`src/rtl/sprite_blitter.sv`:
```
// Copies a rectangular window of an image ROM into the OLED framebuffer,
// with a transparent colour key and clipping of off-screen pixels.
module sprite_blitter #(
    parameter int SCREEN_W = 96,
    parameter int SCREEN_H = 64,
    parameter int IDX_W    = 13
) (
    input  logic             clk,
    input  logic             rst_n,
    input  logic             start,
    input  logic [6:0]       src_x,
    input  logic [5:0]       src_y,
    input  logic [6:0]       win_w,
    input  logic [5:0]       win_h,
    input  logic [7:0]       dst_x,
    input  logic [6:0]       dst_y,
    input  logic             key_en,
    input  logic [15:0]      key_colour,
    output logic [IDX_W-1:0] pixel_index,
    input  logic [15:0]      oled_colour,
    output logic             fb_we,
    output logic [IDX_W-1:0] fb_addr,
    output logic [15:0]      fb_data,
    output logic             busy,
    output logic             done
);

    localparam logic [1:0] ST_IDLE  = 2'd0;
    localparam logic [1:0] ST_RUN   = 2'd1;
    localparam logic [1:0] ST_DRAIN = 2'd2;
    localparam logic [1:0] ST_FIN   = 2'd3;

    logic [1:0]       state_q, state_d;
    logic [6:0]       cx_q, cx_d;
    logic [5:0]       cy_q, cy_d;
    logic [6:0]       dcx_q, dcx_d;
    logic [5:0]       dcy_q, dcy_d;
    logic             valid_q, valid_d;
    logic [IDX_W-1:0] pixel_index_q, pixel_index_d;
    logic             fb_we_q, fb_we_d;
    logic [IDX_W-1:0] fb_addr_q, fb_addr_d;
    logic [15:0]      fb_data_q, fb_data_d;

    logic [6:0]       src_x_q, src_x_d;
    logic [5:0]       src_y_q, src_y_d;
    logic [6:0]       win_w_q, win_w_d;
    logic [5:0]       win_h_q, win_h_d;
    logic [7:0]       dst_x_q, dst_x_d;
    logic [6:0]       dst_y_q, dst_y_d;
    logic             key_en_q, key_en_d;
    logic [15:0]      key_colour_q, key_colour_d;

    logic [8:0]       px, py;
    logic             on_screen, keyed;

    // Source coordinates wrap around the image, so the row-major index never leaves the ROM.
    function automatic logic [IDX_W-1:0] src_index(input logic [6:0] sx0, input logic [5:0] sy0,
                                                   input logic [6:0] cx, input logic [5:0] cy);
        logic [7:0] col;
        logic [6:0] row;
        col = {1'b0, sx0} + {1'b0, cx};
        if (col >= 8'(SCREEN_W)) col = col - 8'(SCREEN_W);
        if (col >= 8'(SCREEN_W)) col = col - 8'(SCREEN_W);
        row = {1'b0, sy0} + {1'b0, cy};
        if (row >= 7'(SCREEN_H)) row = row - 7'(SCREEN_H);
        return IDX_W'(row) * IDX_W'(SCREEN_W) + IDX_W'(col);
    endfunction

    always_comb begin
        px        = {dst_x_q[7], dst_x_q} + {2'b00, dcx_q};
        py        = {{2{dst_y_q[6]}}, dst_y_q} + {3'b000, dcy_q};
        on_screen = !px[8] && (px[7:0] < 8'(SCREEN_W)) && !py[8] && (py[7:0] < 8'(SCREEN_H));
        keyed     = key_en_q && (oled_colour == key_colour_q);
    end

    always_comb begin
        state_d       = state_q;
        cx_d          = cx_q;
        cy_d          = cy_q;
        dcx_d         = cx_q;
        dcy_d         = cy_q;
        valid_d       = 1'b0;
        pixel_index_d = pixel_index_q;
        fb_we_d       = 1'b0;
        fb_addr_d     = fb_addr_q;
        fb_data_d     = fb_data_q;
        src_x_d       = src_x_q;
        src_y_d       = src_y_q;
        win_w_d       = win_w_q;
        win_h_d       = win_h_q;
        dst_x_d       = dst_x_q;
        dst_y_d       = dst_y_q;
        key_en_d      = key_en_q;
        key_colour_d  = key_colour_q;

        case (state_q)
            ST_IDLE: begin
                if (start) begin
                    src_x_d      = src_x;
                    src_y_d      = src_y;
                    win_w_d      = win_w;
                    win_h_d      = win_h;
                    dst_x_d      = dst_x;
                    dst_y_d      = dst_y;
                    key_en_d     = key_en;
                    key_colour_d = key_colour;
                    cx_d         = 7'd0;
                    cy_d         = 6'd0;
                    // An empty window still spends one busy cycle so done always lands at w*h+2.
                    if (win_w == 7'd0 || win_h == 6'd0) begin
                        state_d = ST_DRAIN;
                    end else begin
                        state_d       = ST_RUN;
                        pixel_index_d = src_index(src_x, src_y, 7'd0, 6'd0);
                    end
                end
            end
            ST_RUN: begin
                valid_d = 1'b1;
                if (cx_q + 7'd1 == win_w_q) begin
                    if (cy_q + 6'd1 == win_h_q) begin
                        state_d = ST_DRAIN;
                    end else begin
                        cx_d = 7'd0;
                        cy_d = cy_q + 6'd1;
                    end
                end else begin
                    cx_d = cx_q + 7'd1;
                end
                if (state_d == ST_RUN) begin
                    pixel_index_d = src_index(src_x_q, src_y_q, cx_d, cy_d);
                end
            end
            ST_DRAIN: state_d = ST_FIN;
            ST_FIN:   state_d = ST_IDLE;
            default:  state_d = ST_IDLE;
        endcase

        // The ROM colour for last cycle's issue arrives now; the write is registered.
        if (valid_q && on_screen && !keyed) begin
            fb_we_d   = 1'b1;
            fb_addr_d = IDX_W'(py[7:0]) * IDX_W'(SCREEN_W) + IDX_W'(px[7:0]);
            fb_data_d = oled_colour;
        end
    end

    always_ff @(posedge clk) begin
        if (!rst_n) begin
            state_q       <= ST_IDLE;
            cx_q          <= 7'd0;
            cy_q          <= 6'd0;
            dcx_q         <= 7'd0;
            dcy_q         <= 6'd0;
            valid_q       <= 1'b0;
            pixel_index_q <= '0;
            fb_we_q       <= 1'b0;
            fb_addr_q     <= '0;
            fb_data_q     <= 16'd0;
            src_x_q       <= 7'd0;
            src_y_q       <= 6'd0;
            win_w_q       <= 7'd0;
            win_h_q       <= 6'd0;
            dst_x_q       <= 8'd0;
            dst_y_q       <= 7'd0;
            key_en_q      <= 1'b0;
            key_colour_q  <= 16'd0;
        end else begin
            state_q       <= state_d;
            cx_q          <= cx_d;
            cy_q          <= cy_d;
            dcx_q         <= dcx_d;
            dcy_q         <= dcy_d;
            valid_q       <= valid_d;
            pixel_index_q <= pixel_index_d;
            fb_we_q       <= fb_we_d;
            fb_addr_q     <= fb_addr_d;
            fb_data_q     <= fb_data_d;
            src_x_q       <= src_x_d;
            src_y_q       <= src_y_d;
            win_w_q       <= win_w_d;
            win_h_q       <= win_h_d;
            dst_x_q       <= dst_x_d;
            dst_y_q       <= dst_y_d;
            key_en_q      <= key_en_d;
            key_colour_q  <= key_colour_d;
        end
    end

    assign pixel_index = pixel_index_q;
    assign fb_we       = fb_we_q;
    assign fb_addr     = fb_addr_q;
    assign fb_data     = fb_data_q;
    assign busy        = (state_q == ST_RUN) || (state_q == ST_DRAIN);
    assign done        = (state_q == ST_FIN);

endmodule
```
`config.mk`:
```
export PLATFORM = sky130hd
export DESIGN_NAME = sprite_blitter
export DESIGN_NICKNAME = d
export VERILOG_FILES = /design/src/rtl/sprite_blitter.sv
export SDC_FILE = /design/constraint.sdc
export NUM_CORES = 1
export LEC_CHECK = 0
export ABC_AREA = 0
export CORE_MARGIN = 3
export CORE_UTILIZATION = 33
export DETAILED_ROUTE_END_ITERATION = 8
export HOLD_SLACK_MARGIN = 0.12
export SETUP_SLACK_MARGIN = 0.15
export SYNTH_ARGS = -nofsm -noshare
export SYNTH_HDL_FRONTEND = slang
export SYNTH_SLANG_ARGS = --single-unit
```
`constraint.sdc`:
```
create_clock -name clk -period 5.45 [get_ports clk]
set_input_delay 0.545 -clock clk [delete_from_list [all_inputs] [get_ports clk]]
set_output_delay 0.545 -clock clk [all_outputs]
set_load 0.03 [all_outputs]
```
==> results.cfg <==
[critical_path]
r2r_slack_ns = 0.05
cp-end-kind = register
worstPathRequired_ns = 5.78
worstReg2RegStart = cx_q[0]
path_class = register to register
max_stage_delay_ns = 0.34
critPathLaunch = cx_q[0]
cp_slowest_cell = dfxtp_2
cp.arrival_ns = 5.73
cp-start-kind = register
worst-path-max-fanout = 6

[cts]
cts_inserted_buffers = 17
cts_tree = yes
htree_levels = 4
clk_pin_slew_worst_paths_ns = 0.06
clock-sinks = 130
cts_buffer_depth = 2
cts_root_buf = clkbuf_16
insertion_delay_ns = 0.42

[yosys]
synth_area_leader_cell = dfxtp_1
synth_area_sq_um = 7770
synth_area_leaders = dfxtp_1 33%, ha_1 11%, nand2_1 8.0%
synth_cell_type_count = 56
avgSynthCellArea_sq_um = 8.25
synth_top_area_share = 0.335
synth_edf_count = 0
ys_ff_latch = 130
synth_flop_cell = dfxtp_1
synthArstFlopShare = 0
ys_warn_count = 0
synthCells = 942
synth_nets = 1095
ys_seq_area_frac = 0.335

[job]
cap_violations = 0

[sta]
fmax_mhz = 185
hold_viol_final = 0
max_slew_margin = 0.338
maxSlewViolCount = 0
post-route-min-period_ns = 5.40
timing.final.ws_setup_ns = 0.0543
post-route-period-util = 0.990
worst_pin_slew_ns = 0.992
clock-skew-final_ns = 0.0105
finalSetupViolCount = 0
rsz0062_at_grt = true
fin_setup_tns_ns = 0

[die]
die_h_um = 159
core_area_sq_um = 22900
pin_count = 122
die_x_um = 159
dieArea_sq_um = 25400
num_rows = 55
start_util = 0.339

[global_route]
grt_pass1_vias = 6678
track_usage = 0.161
grt_max_degree = 68
grt-ovfl-total = 0
grt_pass1_wl_mm = 33.5
antenna_found_initial = 0

[placed_design]
globalplace.congestion = 0.885
dpl_cell_area_sq_um = 9600
placed_cells = 1369
port_buffers = 121
place_ws_ns = -0.0538
dp_hpwl_mm = 15.1

[final_layout]
area_growth_pct = 35.4
final_cells = 1422
n_fill_cell = 2172
seqCellArea_sq_um = 2610
antennaDiodeCount = 0
final_cell_mix = 164 x nand2_1, 123 x dfxtp_1, 120 x clkdlybuf4s50_1
final_common_cell = nand2_1
multiInputGateArea_sq_um = 5070
drive_gt1_frac = 0.141
final_area_sq_um = 10500
final_util = 0.459
fin_nets = 1249

[worst_hold_path]
hold_start = dst_y_q[2]
worstHoldPathType = register to register

[route]
drt-initial-drc-count = 388
drtAntennaViolNets = 0
drtPass1Iterations = 4
avgRoutedWirePerCell_um = 14.7
via_count = 6925
wl_mm = 21.0
viasPerCell = 4.87
drc = 0

[power]
p_per_area_nw_per_um2 = 295
irDropWorstVdd_mv = 0.164
p_leak_nw = 4.25

[outcome]
outcome = complete, no violations
==> synth_stat cells, types with 2 or more instances <==
master / n
a21boi_0: 4
and2_1: 16
or3_1: 4
o41ai_1: 5
nor2_1: 34
nand3_1: 42
mux2i_1: 15
o21ai_1: 2
inv_1: 43
nand2b_1: 6
nor3b_1: 6
nor4_2: 3
a21o_1: 15
nor4_1: 3
xor2_1: 28
and3_1: 4
nor2b_1: 10
clkbuf_1: 31
a211oi_1: 8
a22o_1: 9
nand3b_1: 4
dfxtp_1: 130
nor3_1: 7
o21ai_0: 49
o31ai_1: 12
a31oi_1: 6
fa_1: 10
xnor2_1: 57
ha_1: 66
buf_1: 9
o21bai_1: 10
nand2_1: 166
a21oi_1: 94
buf_2: 9
nand4_1: 4
==> routing by layer <==
metal | GRT usage | wire length (um) | up-vias
met3 | 0.0351 | 897 | 28
met1 | 0.209 | 9820 | 3202
met2 | 0.266 | 9880 | 152
met4 | 0.0505 | 348 | 0
li1 | - | - | 3543
met5 | 0 | 0 | -
==> final cells by class <==
type | count | area share
multi-input cells | 720 | 0.482
flip-flops and latches | 130 | 0.248
repair buffers | 184 | 0.160
clock buffers | 20 | 0.0443
well taps | 313 | 0.0372
inverters | 43 | 0.0153
clock inverters | 12 | 0.0122
==> critical path, delay by kind of cell (launching register included) <==
kind | cells | cell delay [ns]
buffers and inverters | 5 | 0.49
flip-flops | 1 | 0.34
adder cells (fa/ha/maj) | 5 | 1.25
XOR/XNOR | 3 | 0.60
AND/OR/NAND/NOR | 8 | 1.25
AO/OA/AOI/OAI | 10 | 1.37
==> kinds of logic (layout without fill, tap and decap cells) <==
| kind of cell | after synthesis | count (layout) | share of synthesized area |
|---|---|---|---|
| simple gates | 319 | 319 | 0.194 |
| compound gates | 223 | 223 | 0.173 |
| flops | 130 | 130 | 0.335 |
| buf+inv | 92 | 259 | 0.0459 |
| xor+xnor | 86 | 86 | 0.0987 |
| fa+ha+maj | 76 | 76 | 0.132 |
| mux | 16 | 16 | 0.0213 |
==> power breakdown <==
group | switching, mW | leakage [nW] | internal (mW)
Combinational | 0.490 | 2.90 | 0.375
Sequential | 0.0513 | 1.06 | 1.03
Clock | 0.451 | 0.289 | 0.710
==> final timing paths <==
path                                        end  cells past startpoint
worst max-delay path            pixel_index[11]                     31
worst min-delay path                 dst_y_q[2]                      2
worst max register to register  pixel_index[11]                     31
worst min register to register       dst_y_q[2]                      2
==> state kept, by name, indices dropped and copies added (netlist names) <==
register      flops
fb_data          16
key_colour_q     16
fb_addr          13
pixel_index      13
dst_x_q           8
cx_q              7
dcx_q             7
dst_y_q           7
src_x_q           7
win_w_q           7
cy_q              6
dcy_q             6
src_y_q           6
win_h_q           6
state_q           2
fb_we             1
key_en_q          1
valid_q           1
==> per-stage QoR <==
step	total power [mW]	hold WS (ns)
2_1_floorplan	1.64	0.436
3_3_place_gp	1.92	0.442
3_5_place_dp	1.93	0.453
4_1_cts	3.11	0.460
5_1_grt	3.27	0.478
6_report	3.11	0.459
==> timing repair <==
action	4_1_cts	5_1_grt
resized for setup	11	28
pin swaps	17	23
setup endpoints to repair	2	6
gates cloned	0	0
setup buffers	9	12
hold buffers	0	0
Power figures use the tool's default switching activity.
